File: src/rtl/trdb_pkg.sv
// ============================================================================
// Module      : trdb_pkg
// Description : Shared widths, default depth and word type for the trace
//               debugger word buffer.
// Revision    : 1.0 - initial release
// ============================================================================
`default_nettype none

package trdb_pkg;

  // Packet word width produced by the trace debugger
  localparam int unsigned TRDB_WORD_W            = 32;
  // Default elastic buffer depth (power of two, at least 2)
  localparam int unsigned TRDB_BUF_DEPTH_DEFAULT = 8;
  // Width of every statistics counter
  localparam int unsigned TRDB_STAT_W            = 32;

  typedef logic [TRDB_WORD_W-1:0] trdb_word_t;

endpackage : trdb_pkg

`default_nettype wire

File: src/rtl/trdb_sat_counter.sv
// ============================================================================
// Module      : trdb_sat_counter
// Description : Statistics counter that increments on enable and sticks at
//               all-ones. Only elaborated when TRDB_WORD_BUFFER_STATS_EN is
//               defined, so no counter logic exists in the default build.
// Revision    : 1.0 - initial release
// ============================================================================
`default_nettype none

`ifdef TRDB_WORD_BUFFER_STATS_EN
module trdb_sat_counter
  import trdb_pkg::*;
(
  input  logic                   clk_i,
  input  logic                   rst_ni,
  input  logic                   en_i,
  output logic [TRDB_STAT_W-1:0] count_o
);

  logic [TRDB_STAT_W-1:0] count_q;
  logic [TRDB_STAT_W-1:0] count_d;

  // Increment on enable unless already saturated at all-ones
  always_comb begin
    count_d = count_q;
    if (en_i && (count_q != '1)) begin
      count_d = count_q + TRDB_STAT_W'(1);
    end
  end

  // Counter register, cleared only by reset
  always_ff @(posedge clk_i or negedge rst_ni) begin
    if (!rst_ni) begin
      count_q <= '0;
    end else begin
      count_q <= count_d;
    end
  end

  assign count_o = count_q;

endmodule : trdb_sat_counter
`endif

`default_nettype wire

File: src/rtl/trdb_word_buffer.sv
// ============================================================================
// Module      : trdb_word_buffer
// Description : Circular FIFO between the trace debugger packet output
//               (valid/grant) and the readout stream (valid/ready).
//               Optional statistics counters are enabled by defining the
//               macro TRDB_WORD_BUFFER_STATS_EN; otherwise the statistics
//               ports read zero.
// Revision    : 1.0 - initial release
// ============================================================================
`default_nettype none

module trdb_word_buffer
  import trdb_pkg::*;
#(
  parameter int unsigned DATA_WIDTH = TRDB_WORD_W,
  parameter int unsigned DEPTH      = TRDB_BUF_DEPTH_DEFAULT
) (
  input  logic                     clk_i,
  input  logic                     rst_ni,
  input  logic                     flush_i,
  input  logic [DATA_WIDTH-1:0]    packet_word_i,
  input  logic                     packet_word_valid_i,
  output logic                     grant_o,
  output logic [DATA_WIDTH-1:0]    out_word_o,
  output logic                     out_valid_o,
  input  logic                     out_ready_i,
  output logic [$clog2(DEPTH):0]   fill_o,
  output logic [TRDB_STAT_W-1:0]   words_in_o,
  output logic [TRDB_STAT_W-1:0]   words_out_o,
  output logic [TRDB_STAT_W-1:0]   stall_cycles_o
);

  localparam int unsigned PTR_W = $clog2(DEPTH);
  localparam int unsigned CNT_W = PTR_W + 1;

  logic [DATA_WIDTH-1:0] mem_q [DEPTH];
  logic [PTR_W-1:0]      wptr_q, wptr_d;
  logic [PTR_W-1:0]      rptr_q, rptr_d;
  logic [CNT_W-1:0]      count_q, count_d;

  logic                  w_full;
  logic                  w_push;
  logic                  w_pop;

  // Grant depends only on registered fill and flush: a pop in the same cycle
  // does not open a slot for a full FIFO, keeping out_ready_i off this path.
  assign w_full      = (count_q == CNT_W'(DEPTH));
  assign grant_o     = !w_full && !flush_i;
  assign w_push      = packet_word_valid_i && grant_o;
  assign out_valid_o = (count_q != '0);
  assign w_pop       = out_valid_o && out_ready_i && !flush_i;
  assign out_word_o  = mem_q[rptr_q];
  assign fill_o      = count_q;

  // Next pointers and count; flush discards any push or pop of this cycle
  always_comb begin
    wptr_d  = wptr_q;
    rptr_d  = rptr_q;
    count_d = count_q;
    if (flush_i) begin
      wptr_d  = '0;
      rptr_d  = '0;
      count_d = '0;
    end else begin
      if (w_push) begin
        wptr_d = wptr_q + PTR_W'(1);
      end
      if (w_pop) begin
        rptr_d = rptr_q + PTR_W'(1);
      end
      if (w_push && !w_pop) begin
        count_d = count_q + CNT_W'(1);
      end else if (w_pop && !w_push) begin
        count_d = count_q - CNT_W'(1);
      end
    end
  end

  // Pointer and count state, cleared asynchronously
  always_ff @(posedge clk_i or negedge rst_ni) begin
    if (!rst_ni) begin
      wptr_q  <= '0;
      rptr_q  <= '0;
      count_q <= '0;
    end else begin
      wptr_q  <= wptr_d;
      rptr_q  <= rptr_d;
      count_q <= count_d;
    end
  end

  // Storage array; contents survive reset and flush
  always_ff @(posedge clk_i) begin
    if (w_push) begin
      mem_q[wptr_q] <= packet_word_i;
    end
  end

`ifdef TRDB_WORD_BUFFER_STATS_EN
  logic w_stall;
  assign w_stall = packet_word_valid_i && !grant_o;

  trdb_sat_counter u_words_in (
    .clk_i   (clk_i),
    .rst_ni  (rst_ni),
    .en_i    (w_push),
    .count_o (words_in_o)
  );

  trdb_sat_counter u_words_out (
    .clk_i   (clk_i),
    .rst_ni  (rst_ni),
    .en_i    (w_pop),
    .count_o (words_out_o)
  );

  trdb_sat_counter u_stall_cycles (
    .clk_i   (clk_i),
    .rst_ni  (rst_ni),
    .en_i    (w_stall),
    .count_o (stall_cycles_o)
  );
`else
  assign words_in_o     = '0;
  assign words_out_o    = '0;
  assign stall_cycles_o = '0;
`endif

endmodule : trdb_word_buffer

`default_nettype wire
File: config.mk
export PLATFORM = sky130hd
export DESIGN_NAME = trdb_word_buffer
export DESIGN_NICKNAME = d
export VERILOG_FILES = /design/src/rtl/trdb_pkg.sv /design/src/rtl/trdb_sat_counter.sv /design/src/rtl/trdb_word_buffer.sv
export SDC_FILE = /design/constraint.sdc
export NUM_CORES = 1
export LEC_CHECK = 0
export BUFFER_PORTS_ARGS = -buffer_cell sky130_fd_sc_hd__buf_2
export CAP_MARGIN = 10
export CORE_UTILIZATION = 45
export DETAILED_ROUTE_END_ITERATION = 10
export HOLD_SLACK_MARGIN = 0.03
export MAX_ROUTING_LAYER = met4
export PLACE_DENSITY_LB_ADDON = 0.08
export SLEW_MARGIN = 5
export SYNTH_ARGS = -nofsm -noshare
export SYNTH_HDL_FRONTEND = slang
export SYNTH_HIERARCHICAL = 1
export SYNTH_SLANG_ARGS = --single-unit
File: constraint.sdc
create_clock -name clk_i -period 4.3 [get_ports clk_i]
set_input_delay 0.86 -clock clk_i [delete_from_list [all_inputs] [get_ports clk_i]]
set_output_delay 0.86 -clock clk_i [all_outputs]
set_load 0.02 [all_outputs]
==> flow_metrics.py <==
metrics = {
    "floorplanning": {
        "boundaryPins": 171,
        "num_rows": 56,
        "fp.coreArea_um2": 23800,
        "die-area_um2": 25100,
        "start_util_pct": 46.4,
        "die_h_um": 159,
        "die_width_um": 159,
    },
    "clocking": {
        "cts_hold_buf": 0,
        "htree_num_levels": 1,
        "clkLatencyLatePin_ns": 0.53,
        "cts_buffer_depth": 3,
        "cts_tree": "built",
        "clockRootBuffer": "clkbuf_16",
        "cts_resized": 0,
        "cts_setup_buffers": 0,
        "cts_buffers": 28,
        "clock_sink_count": 266,
        "path_clk_slew_ns": 0.06,
    },
    "sta": {
        "worst_pin_slew_ns": 1.01,
        "hold_ws_ns": 0.175,
        "fmax_ghz": 0.288,
        "clock_skew_ns": 0.00849,
        "grt_setup_unrepaired": "no",
        "finalHoldViolations": 0,
        "setup_violations": 0,
        "finalCritPeriodShare_pct": 80.6,
        "drv_slew": 0,
        "relSlewSlack_pct": 32.8,
        "period_minus_slack_ns": 3.47,
    },
    "drt": {
        "first_pass_iters": 4,
        "drt_iter0_drc": 230,
        "viasPerCell": 4.99,
        "drc": 0,
        "antenna_left": 0,
        "vias": 4921,
        "wirelength_mm": 19.0,
        "wire_per_inst_um": 19.2,
    },
    "placed_design": {
        "io_buffers": 74,
        "globalplace.congestion": 0.761,
        "dpl.cell_count": 932,
        "dpl.hpwl_mm": 11.2,
    },
    "setup_path": {
        "critical_path_class": "reg2out",
        "r2r_setup_slack_ns": 1.68,
        "path_max_fanout": 17,
        "critPathMaxStageDelay_ns": 0.66,
        "worstPathRequired_ns": 3.44,
        "worstPathCellList": "buf_4 > mux4_2 > mux2_2 > buf_2",
        "cp-end-kind": "primary output",
        "cp.arrival_ns": 2.61,
        "slowest_stage": "dfrtp_4",
        "reg2reg_depth": 5,
        "r2r_end": "mem_q[7][22]",
        "rr_startpoint": "fill_o[1]",
        "cp_top_family": "multiplexers",
        "cp-start-kind": "register",
        "path_buf_inv": 2,
    },
    "synthesis": {
        "seq_area_frac_synth_pct": 72.0,
        "synth-compound-area-share_pct": 0.647,
        "synthFlopType": "edfxtp_1",
        "yosysTopAreaCell": "edfxtp_1",
        "synth_top_area_share_pct": 69.7,
        "synth_cell_types": 36,
        "yosysWarnings": 6,
        "syn_area_um2": 11000,
        "synthCells": 543,
        "synth_xor_area_share_pct": 0.465,
        "async_reset_ff_share_pct": 3.76,
        "synth_top_family_by_area": "multiplexers",
        "synthAdderAreaFrac_pct": 0.635,
        "synth-edff-count": 256,
        "synthSimpleGateAreaFrac_pct": 1.86,
        "ys_ff_latch": 266,
        "synth.avg_cell_area_um2": 20.3,
        "muxShareOfSynthArea_pct": 16.5,
        "synthTopCellsByArea": "edfxtp_1 (70%), mux4_2 (13%), buf_4 (6.9%), mux2_2 (3.3%), dfrtp_1 (2.3%)",
    },
    "cells_and_area": {
        "syn_to_final_growth_pct": 13.2,
        "drive_gt1_share_pct": 36.8,
        "fin_cells": 986,
        "fin_nets": 685,
        "fill_cells": 1887,
    },
    "global_route": {
        "grt_pass1_wl_mm": 29.2,
        "grt_pass1_vias": 5029,
        "grt_max_degree": 36,
        "grt_antenna_before_repair": 2,
        "grt-ovfl-total": 0,
        "gr-usage-all-layers_pct": 16.5,
    },
    "hold_path": {
        "worstHoldPathType": "in2async",
    },
    "power_and_ir_drop": {
        "powerDensity_nw_per_um2": 560,
        "p_leak_nw": 4.24,
        "vdd_drop_max_uv": 358,
    },
    "flow_run": {
        "cap_violations": 0,
    },
    "outcome": {
        "outcome": "complete, no violations",
    },
}
## metrics by stage
step	area, µm²	setup slack, ns	setup TNS [ns]	total power (W)	util, %
floorplan	11400	-0.0685	-4.33	0.00434	-
global placement	11500	1.11	0	0.00464	48.6
detailed placement	11500	1.05	0	0.00466	48.6
CTS	12500	0.739	0	0.00709	52.5
global route	12500	0.659	0	0.00730	52.5
finish	12500	0.833	0	0.00698	52.5
## power breakdown
part / internal, W / switching (W)
Combinational: 0.000704 / 0.000797
Sequential: 0.00295 / 0.000126
Clock: 0.00147 / 0.000940
Total: 0.00512 / 0.00186
## placed cells by master, fill, tap and decap left out, drive strengths merged, types with 3 or more instances in the layout
cell and instances:
a21oi 4, buf 93, bufinv 4, clkbuf 36, clkinv 11, conb 96
dfrtp 10, edfxtp 256, ha 4, inv 4, mux2 33, mux4 64
nand2 11, nand3 4, nor2 6, nor3 5, o21ai 3, xor2 5
## sequential cells by signal, indices dropped and copies added, names as in the netlist
| name | cells |
|---|---|
| fill_o | 4 |
| mem_q | 256 |
| rptr_q | 3 |
| wptr_q | 3 |
## how the worst max path moves through the flow
stage	depth (start not counted)	to	from	slack, ns
after floorplan	4	mem_q[6][0]	flush_i	-0.07
after global placement	6	mem_q[7][27]	flush_i	1.11
after CTS	4	out_word_o[27]	rptr_q[0]	0.74
final	4	out_word_o[31]	rptr_q[0]	0.83
after global routing	4	out_word_o[29]	rptr_q[0]	0.66
after detailed placement	6	mem_q[7][29]	flush_i	1.05
## cell type report
type                    count  area (µm²)  area share, %
clock buffers              36         752           6.02
diodes                      2        5.00         0.0401
repair buffers             93         538           4.31
clock inverters            16         179           1.43
multi-input cells         251        2650           21.3
flip-flops and latches    266        7940           63.6
well taps                 319         399           3.20
inverters                   3        11.3         0.0902
## kinds of logic (layout without fill, tap and decap cells)
logic type                 count (synthesis)  count (layout)
muxes                                     97              97
AOI/OAI and AO/OA                         11              11
other                                      1              98
xor gates and xnor gates                   5               5
DFF                                      266             266
adders and majority gates                  5               5
and+or+nand+nor                           37              37
buffers and inverters                    121             148
## synthesized netlist by cell type (2+ instances only)
cell and n:
buf_2 3, nand2b_1 2, buf_4 101, nand3_1 4
nand2_1 10, buf_6 3, xor2_1 4, buf_1 6
clkbuf_1 4, dfrtp_1 10, mux4_2 64, nor4b_1 2
o21ai_0 3, mux2_2 32, ha_1 4, edfxtp_1 256
nor3_1 5, o2bb2ai_1 2, nor3b_1 2, nor2_1 6
a21oi_1 3, inv_1 3
## layer usage
metal	GRT usage [%]	wire length, µm	vias to the layer above
li1	-	-	2174
met3	3.29	981	32
met4	4.99	445	0
met1	20.6	7900	2537
met5	-	0	-
met2	27.3	9640	178
(Power assumes the default switching activity.)
